<file path="src/rtl/load_pkg.sv">
// rtl/load_pkg.sv - shared encodings and helpers for the load unit
package load_pkg;

    localparam logic [2:0] F3_LB  = 3'b000;
    localparam logic [2:0] F3_LH  = 3'b001;
    localparam logic [2:0] F3_LW  = 3'b010;
    localparam logic [2:0] F3_LD  = 3'b011;
    localparam logic [2:0] F3_LBU = 3'b100;
    localparam logic [2:0] F3_LHU = 3'b101;
    localparam logic [2:0] F3_LWU = 3'b110;

    typedef enum logic [1:0] {
        ST_IDLE = 2'd0,
        ST_REQ0 = 2'd1,
        ST_REQ1 = 2'd2,
        ST_DONE = 2'd3
    } load_state_e;

    // Access size in bytes; funct3[1:0] encodes log2(size) for every legal load.
    function automatic logic [3:0] size_of(input logic [2:0] funct3);
        case (funct3[1:0])
            2'b00:   return 4'd1;
            2'b01:   return 4'd2;
            2'b10:   return 4'd4;
            default: return 4'd8;
        endcase
    endfunction

    function automatic logic is_legal(input logic [2:0] funct3, input int xlen);
        case (funct3)
            F3_LB, F3_LH, F3_LW, F3_LBU, F3_LHU: return 1'b1;
            F3_LD, F3_LWU:                       return (xlen == 64);
            default:                             return 1'b0;
        endcase
    endfunction

endpackage

</file>
<file path="src/rtl/load_extract.sv">
// rtl/load_extract.sv - byte-lane selection and sign/zero extension of load data
module load_extract
    import load_pkg::*;
#(
    parameter int XLEN = 32,
    parameter int OFFW = $clog2(XLEN / 8)
) (
    input  logic [2*XLEN-1:0] data,    // {hi, lo} memory words, little-endian
    input  logic [OFFW-1:0]   off,     // byte offset of the access within lo
    input  logic [2:0]        funct3,  // load type
    output logic [XLEN-1:0]   result   // extended load value
);

    logic [OFFW+2:0] shamt;
    logic [XLEN-1:0] window;

    always_comb begin
        shamt  = {off, 3'b000};
        // Only the low XLEN bits after the shift can hold the addressed bytes.
        window = XLEN'(data >> shamt);
        case (funct3)
            F3_LB:   result = XLEN'($signed(window[7:0]));
            F3_LH:   result = XLEN'($signed(window[15:0]));
            F3_LW:   result = XLEN'($signed(window[31:0]));
            F3_LBU:  result = XLEN'(window[7:0]);
            F3_LHU:  result = XLEN'(window[15:0]);
            F3_LWU:  result = XLEN'(window[31:0]);
            default: result = window;
        endcase
    end

endmodule

</file>
<file path="src/rtl/load_unit.sv">
// rtl/load_unit.sv - load unit issuing aligned memory reads and returning extended results
module load_unit
    import load_pkg::*;
#(
    parameter int XLEN             = 32,
    parameter bit ALLOW_MISALIGNED = 1'b1
) (
    input  logic            clk,
    input  logic            reset,      // synchronous, active-high
    input  logic            ld_valid,   // load request valid
    output logic            ld_ready,   // idle and able to accept
    input  logic [31:0]     ld_addr,    // byte address
    input  logic [2:0]      ld_funct3,  // load type
    output logic            mem_req,    // registered read request
    output logic [31:0]     mem_addr,   // registered aligned read address
    input  logic            mem_ack,    // mem_rdata valid this cycle
    input  logic [XLEN-1:0] mem_rdata,  // read data, little-endian
    output logic            rd_valid,   // one-cycle result pulse
    output logic [XLEN-1:0] rd_data,    // extended result
    output logic            rd_fault    // qualifies rd_valid: illegal or misaligned
);

    localparam int NB   = XLEN / 8;
    localparam int OFFW = $clog2(NB);

    load_state_e     state_q, state_d;
    logic [OFFW-1:0] off_q, off_d;
    logic [2:0]      funct3_q, funct3_d;
    logic            cross_q, cross_d;
    logic [XLEN-1:0] lo_q, lo_d;
    logic [XLEN-1:0] hi_q, hi_d;
    logic            mem_req_q, mem_req_d;
    logic [31:0]     mem_addr_q, mem_addr_d;
    logic            rd_valid_q, rd_valid_d;
    logic [XLEN-1:0] rd_data_q, rd_data_d;
    logic            rd_fault_q, rd_fault_d;

    logic [OFFW-1:0] req_off;
    logic [4:0]      req_span;
    logic            req_cross;
    logic            req_fault;
    logic [XLEN-1:0] ext_data;

    assign ld_ready = (state_q == ST_IDLE) && !reset;
    assign mem_req  = mem_req_q;
    assign mem_addr = mem_addr_q;
    assign rd_valid = rd_valid_q;
    assign rd_data  = rd_data_q;
    assign rd_fault = rd_fault_q;

    // Decode of the incoming request, used only on the accept cycle.
    always_comb begin
        req_off   = ld_addr[OFFW-1:0];
        req_span  = 5'(req_off) + 5'(size_of(ld_funct3));
        req_cross = (req_span > 5'(NB));
        req_fault = !is_legal(ld_funct3, XLEN) || (req_cross && !ALLOW_MISALIGNED);
    end

    // Data words as they will be after this edge, so the result can be
    // extracted in the same cycle the final ack arrives.
    always_comb begin
        lo_d = lo_q;
        hi_d = hi_q;
        if (mem_ack && (state_q == ST_REQ0)) begin
            lo_d = mem_rdata;
        end
        if (mem_ack && (state_q == ST_REQ1)) begin
            hi_d = mem_rdata;
        end
    end

    load_extract #(
        .XLEN (XLEN),
        .OFFW (OFFW)
    ) u_extract (
        .data   ({hi_d, lo_d}),
        .off    (off_q),
        .funct3 (funct3_q),
        .result (ext_data)
    );

    always_comb begin
        state_d    = state_q;
        off_d      = off_q;
        funct3_d   = funct3_q;
        cross_d    = cross_q;
        mem_req_d  = mem_req_q;
        mem_addr_d = mem_addr_q;
        rd_valid_d = 1'b0;
        rd_fault_d = 1'b0;
        rd_data_d  = rd_data_q;

        case (state_q)
            ST_IDLE: begin
                if (ld_valid) begin
                    off_d    = req_off;
                    funct3_d = ld_funct3;
                    cross_d  = req_cross;
                    if (req_fault) begin
                        state_d    = ST_DONE;
                        rd_valid_d = 1'b1;
                        rd_fault_d = 1'b1;
                        rd_data_d  = '0;
                    end else begin
                        state_d    = ST_REQ0;
                        mem_req_d  = 1'b1;
                        mem_addr_d = ld_addr & ~32'(NB - 1);
                    end
                end
            end
            ST_REQ0: begin
                if (mem_ack) begin
                    if (cross_q) begin
                        // Request stays up; only the address moves to the next word.
                        state_d    = ST_REQ1;
                        mem_addr_d = mem_addr_q + 32'(NB);
                    end else begin
                        state_d    = ST_DONE;
                        mem_req_d  = 1'b0;
                        rd_valid_d = 1'b1;
                        rd_data_d  = ext_data;
                    end
                end
            end
            ST_REQ1: begin
                if (mem_ack) begin
                    state_d    = ST_DONE;
                    mem_req_d  = 1'b0;
                    rd_valid_d = 1'b1;
                    rd_data_d  = ext_data;
                end
            end
            ST_DONE: begin
                state_d = ST_IDLE;
            end
            default: begin
                state_d = ST_IDLE;
            end
        endcase
    end

    always_ff @(posedge clk) begin
        if (reset) begin
            state_q    <= ST_IDLE;
            off_q      <= '0;
            funct3_q   <= '0;
            cross_q    <= 1'b0;
            lo_q       <= '0;
            hi_q       <= '0;
            mem_req_q  <= 1'b0;
            mem_addr_q <= '0;
            rd_valid_q <= 1'b0;
            rd_data_q  <= '0;
            rd_fault_q <= 1'b0;
        end else begin
            state_q    <= state_d;
            off_q      <= off_d;
            funct3_q   <= funct3_d;
            cross_q    <= cross_d;
            lo_q       <= lo_d;
            hi_q       <= hi_d;
            mem_req_q  <= mem_req_d;
            mem_addr_q <= mem_addr_d;
            rd_valid_q <= rd_valid_d;
            rd_data_q  <= rd_data_d;
            rd_fault_q <= rd_fault_d;
        end
    end

endmodule

</file>
<file path="config.mk">
export PLATFORM = sky130hd
export DESIGN_NAME = load_unit
export DESIGN_NICKNAME = d
export VERILOG_FILES = /design/src/rtl/load_pkg.sv /design/src/rtl/load_extract.sv /design/src/rtl/load_unit.sv
export SDC_FILE = /design/constraint.sdc
export NUM_CORES = 1
export LEC_CHECK = 0
export ABC_AREA = 0
export CAP_MARGIN = 0
export CORE_MARGIN = 4
export CORE_UTILIZATION = 32
export CTS_CLUSTER_DIAMETER = 80
export CTS_CLUSTER_SIZE = 24
export DETAILED_ROUTE_END_ITERATION = 6
export PLACE_DENSITY = 0.65
export SKIP_LAST_GASP = 1
export SYNTH_ARGS = -nofsm -noshare
export SYNTH_HDL_FRONTEND = slang
export SYNTH_SLANG_ARGS = --single-unit
</file>
<file path="constraint.sdc">
create_clock -name clk -period 2.85 [get_ports clk]
set_input_delay 0.57 -clock clk [delete_from_list [all_inputs] [get_ports clk]]
set_output_delay 0.57 -clock clk [all_outputs]
set_load 0.01 [all_outputs]
</file>
==> summary.md <==
| Metric | Value |
|---|---|
| Hpwl dp | 14600 µm |
| Final Hold Fails | 0 |
| Post-CTS Setup Inserts | 0 |
| Min-Delay Endpoint | rd_data[4]$_SDFFE_PP0P_ |
| Worst R2R Setup Slack | 0.41 ns |
| Clock Latency Late Sink | 0.42 ns |
| Cts hold-fix bufs | 0 |
| PD cells | 859 nW/µm² |
| Bufs on Longest Clock Path | 2 |
| Most common cell after layout, fill and taps aside | clkdlybuf4s50_1 |
| Gr ovfl total | 0 |
| Worst hold stages | 2 |
| Drt drc | 0 |
| Worst reg2reg endpoint | rd_data[16]$_SDFFE_PP0P_ |
| Largest stage delay, worst path | 0.56 ns |
| CP endpoint kind | output port |
| WL met3 | 841 µm |
| M1 WL | 9280 µm |
| Fin crit period | 2.74 ns |
| Vias per cell | 5.29 |
| Post-synth top flop | dfxtp_1 |
| Clk slew on worst S/H paths | 0.06 ns |
| TritonRoute pass-1 iters | 5 |
| Critical Path, Cell by Cell | inv_1 -> ha_1 -> inv_1 -> nor2_1 -> clkdlybuf4s50_1 |
| Gpl congestion | 0.880 |
| Number of fill cells in the layout | 1987 |
| Worst Path Arrival | 2.17 ns |
| # IOs | 139 |
| FMAX | 364 MHz |
| First-pass GRT wire length | 32300 µm |
| Most frequent cells in the layout | 135 x clkdlybuf4s50_1, 129 x dfxtp_1, 100 x nor2_1 |
| Async set-reset flop share out of synthesis | 0% |
| Setup-failing EPs final | 0 |
| Yosys reg bits | 129 |
| Clk_skew | 0.00767 ns |
| Tcrit/Tclk final | 96.3% |
| Largest delay contributor family on the critical path | buffers and inverters |
| Die height | 152 µm |
| Starting DRT DRC Count | 453 |
| RSZ-0062 raised after global routing | false |
| Post-DR wirelength/cell | 17.7 µm |
| TritonCTS buffer count | 17 |
| Antenna violations before repair | 1 |
| Die Wd | 152 µm |
| Register area share after synthesis | 39.0% |
| WP data required | 2.28 ns |
| DR vias | 5962 |
| YS warnings | 0 |
| Crit path max fanout | 8 |
| Startpoint Class | register |
| Resize count post-CTS | 0 |
| Worst Max-Slew Pin Slew | 0.660 ns |
| Pin count of the biggest net entering global routing | 60 |
| Worst vdd ir | 0.385 mV |
| Layout cells sized above 1 | 13.1% |
| R2r startpoint | state_q[1]$_SDFFE_PP0P_ |
| Design Power | 7.66 mW |
| Area growth, synth to finish | 34.6% |
| Fin util | 43.9% |
| Vias in the first global route | 5907 |
| Most common cell on crit path | inv_1 |
| Placeable core area | 20300 µm² |
| Detailed Route WL | 19900 µm |
| Crit Path Class | register to output port |
| FF-to-FF path depth | 8 |
| Max Cap Viol | 0 |
| Number of clock sinks | 129 |
| H-tree levels | 4 |
| Leak | 3.51 nW |
| ANT nets after route | 0 |
| Place WS | 0.191 ns |
| Buf/Inv on CP | 3 |
| Hold path start | rd_data[4]$_SDFFE_PP0P_ |
| Die area | 23100 µm² |
| Max-slew violations | 0 |
| Slowest stage cell on the critical path | clkdlybuf4s50_1 |
| Mapped Cells | 712 |
| Clk root buf | clkbuf_16 |
| Max Used Layer | met4 |
| Starting Density | 32.6% |
| Syn Area/Cell | 9.30 µm² |
| Yosys cell types | 73 |
| CTS tree | built |
| Status | completed |
| PortBufs | 136 |
| Total Nets Final | 923 |
| Met2 WL post-DR | 9390 µm |
| Num rows | 52 |
| Final TNS setup | 0 ns |
| Post-synth EDFFs | 0 |
| Overall routing resource usage | 17.1% |
| PnR worst setup slack | 0.106 ns |
| Max-slew headroom | 55.7% |
| Worst min-delay path class | register to register |
| Synthesized area | 6620 µm² |
power by group:
part	internal, mW	switching (mW)
Sequential	2.13	0.333
Combinational	1.41	1.59
Clock	1.32	0.866
layer usage:
| layer | global-route usage [%] | up-vias |
|---|---|---|
| met1 | 23.3 | 2900 |
| met5 | 0 | - |
| met3 | 3.50 | 29 |
| met2 | 26.9 | 140 |
| met4 | 6.21 | 0 |
| li1 | - | 2893 |
cell families after synthesis:
group | after synthesis | synth area share [%]
buf+inv | 67 | 4.80
mux | 89 | 18.8
other cells | 1 | 0.0566
simple gates | 252 | 18.3
flops | 129 | 39.0
compound gates | 164 | 17.1
xor+xnor | 1 | 0.132
fa+ha+maj | 9 | 1.81
how the worst max path moves through the flow:
stage | from | endpoint | slack [ns] | depth (start not counted)
after floorplan | state_q[0]$_SDFFE_PP0P_ | rd_data[31]$_SDFFE_PP0P_ | 0.71 | 8
after global placement | ld_funct3[0] | mem_addr[21]$_SDFFE_PP0P_ | 0.22 | 6
after detailed placement | ld_funct3[0] | mem_addr[21]$_SDFFE_PP0P_ | 0.19 | 6
after CTS | state_q[0]$_SDFFE_PP0P_ | ld_ready | 0.12 | 5
after global routing | state_q[0]$_SDFFE_PP0P_ | ld_ready | 0.00002 | 5
final | state_q[0]$_SDFFE_PP0P_ | ld_ready | 0.11 | 5
synth_stat cells, types with 12 or more instances:
cell type	number	area [µm²]
nand2_1	50	188
dfxtp_1	129	2580
buf_2	14	70.1
clkbuf_1	21	78.8
inv_1	16	60.1
a211o_1	20	175
a21oi_1	40	200
o21ai_0	39	195
nor3_1	18	90.1
mux4_2	26	586
nand3_1	21	105
a211oi_1	12	90.1
mux2i_1	55	551
nor2_1	101	379
worst reg2reg max path: cells and delay by family, from the launching register on:
family	cells	cell delay, ns
buffers and inverters	2	0.28
DFF	1	0.35
muxes	2	0.79
and+or+nand+nor	2	0.32
adders and majority gates	1	0.36
AOI/OAI and AO/OA	1	0.23
per-stage QoR:
step	hold slack [ns]	std cells	cell area (µm²)
after floorplan	0.433	713	6630
after global placement	0.443	1094	8320
after detailed placement	0.447	1094	8320
after CTS	0.458	1126	8910
after global routing	0.471	1127	8910
final	0.457	1127	8910
cell type report:
type	instances	area, µm²	area share (%)
Multi-Input combinational cell	517	3730	41.8
Sequential cell	129	2580	29.0
Timing Repair Buffer	161	1610	18.0
Clock buffer	18	439	4.93
Tap cell	270	338	3.79
Clock inverter	14	153	1.71
Inverter	17	63.8	0.716
Antenna cell	1	2.50	0.0281
registers in the layout, summed over array words and instances, names as in the netlist:
name      flops
lo_q         32
rd_data      32
mem_addr     30
hi_q         24
funct3_q      3
off_q         2
state_q       2
cross_q       1
mem_req       1
rd_fault      1
rd_valid      1
(Power assumes the default switching activity.)
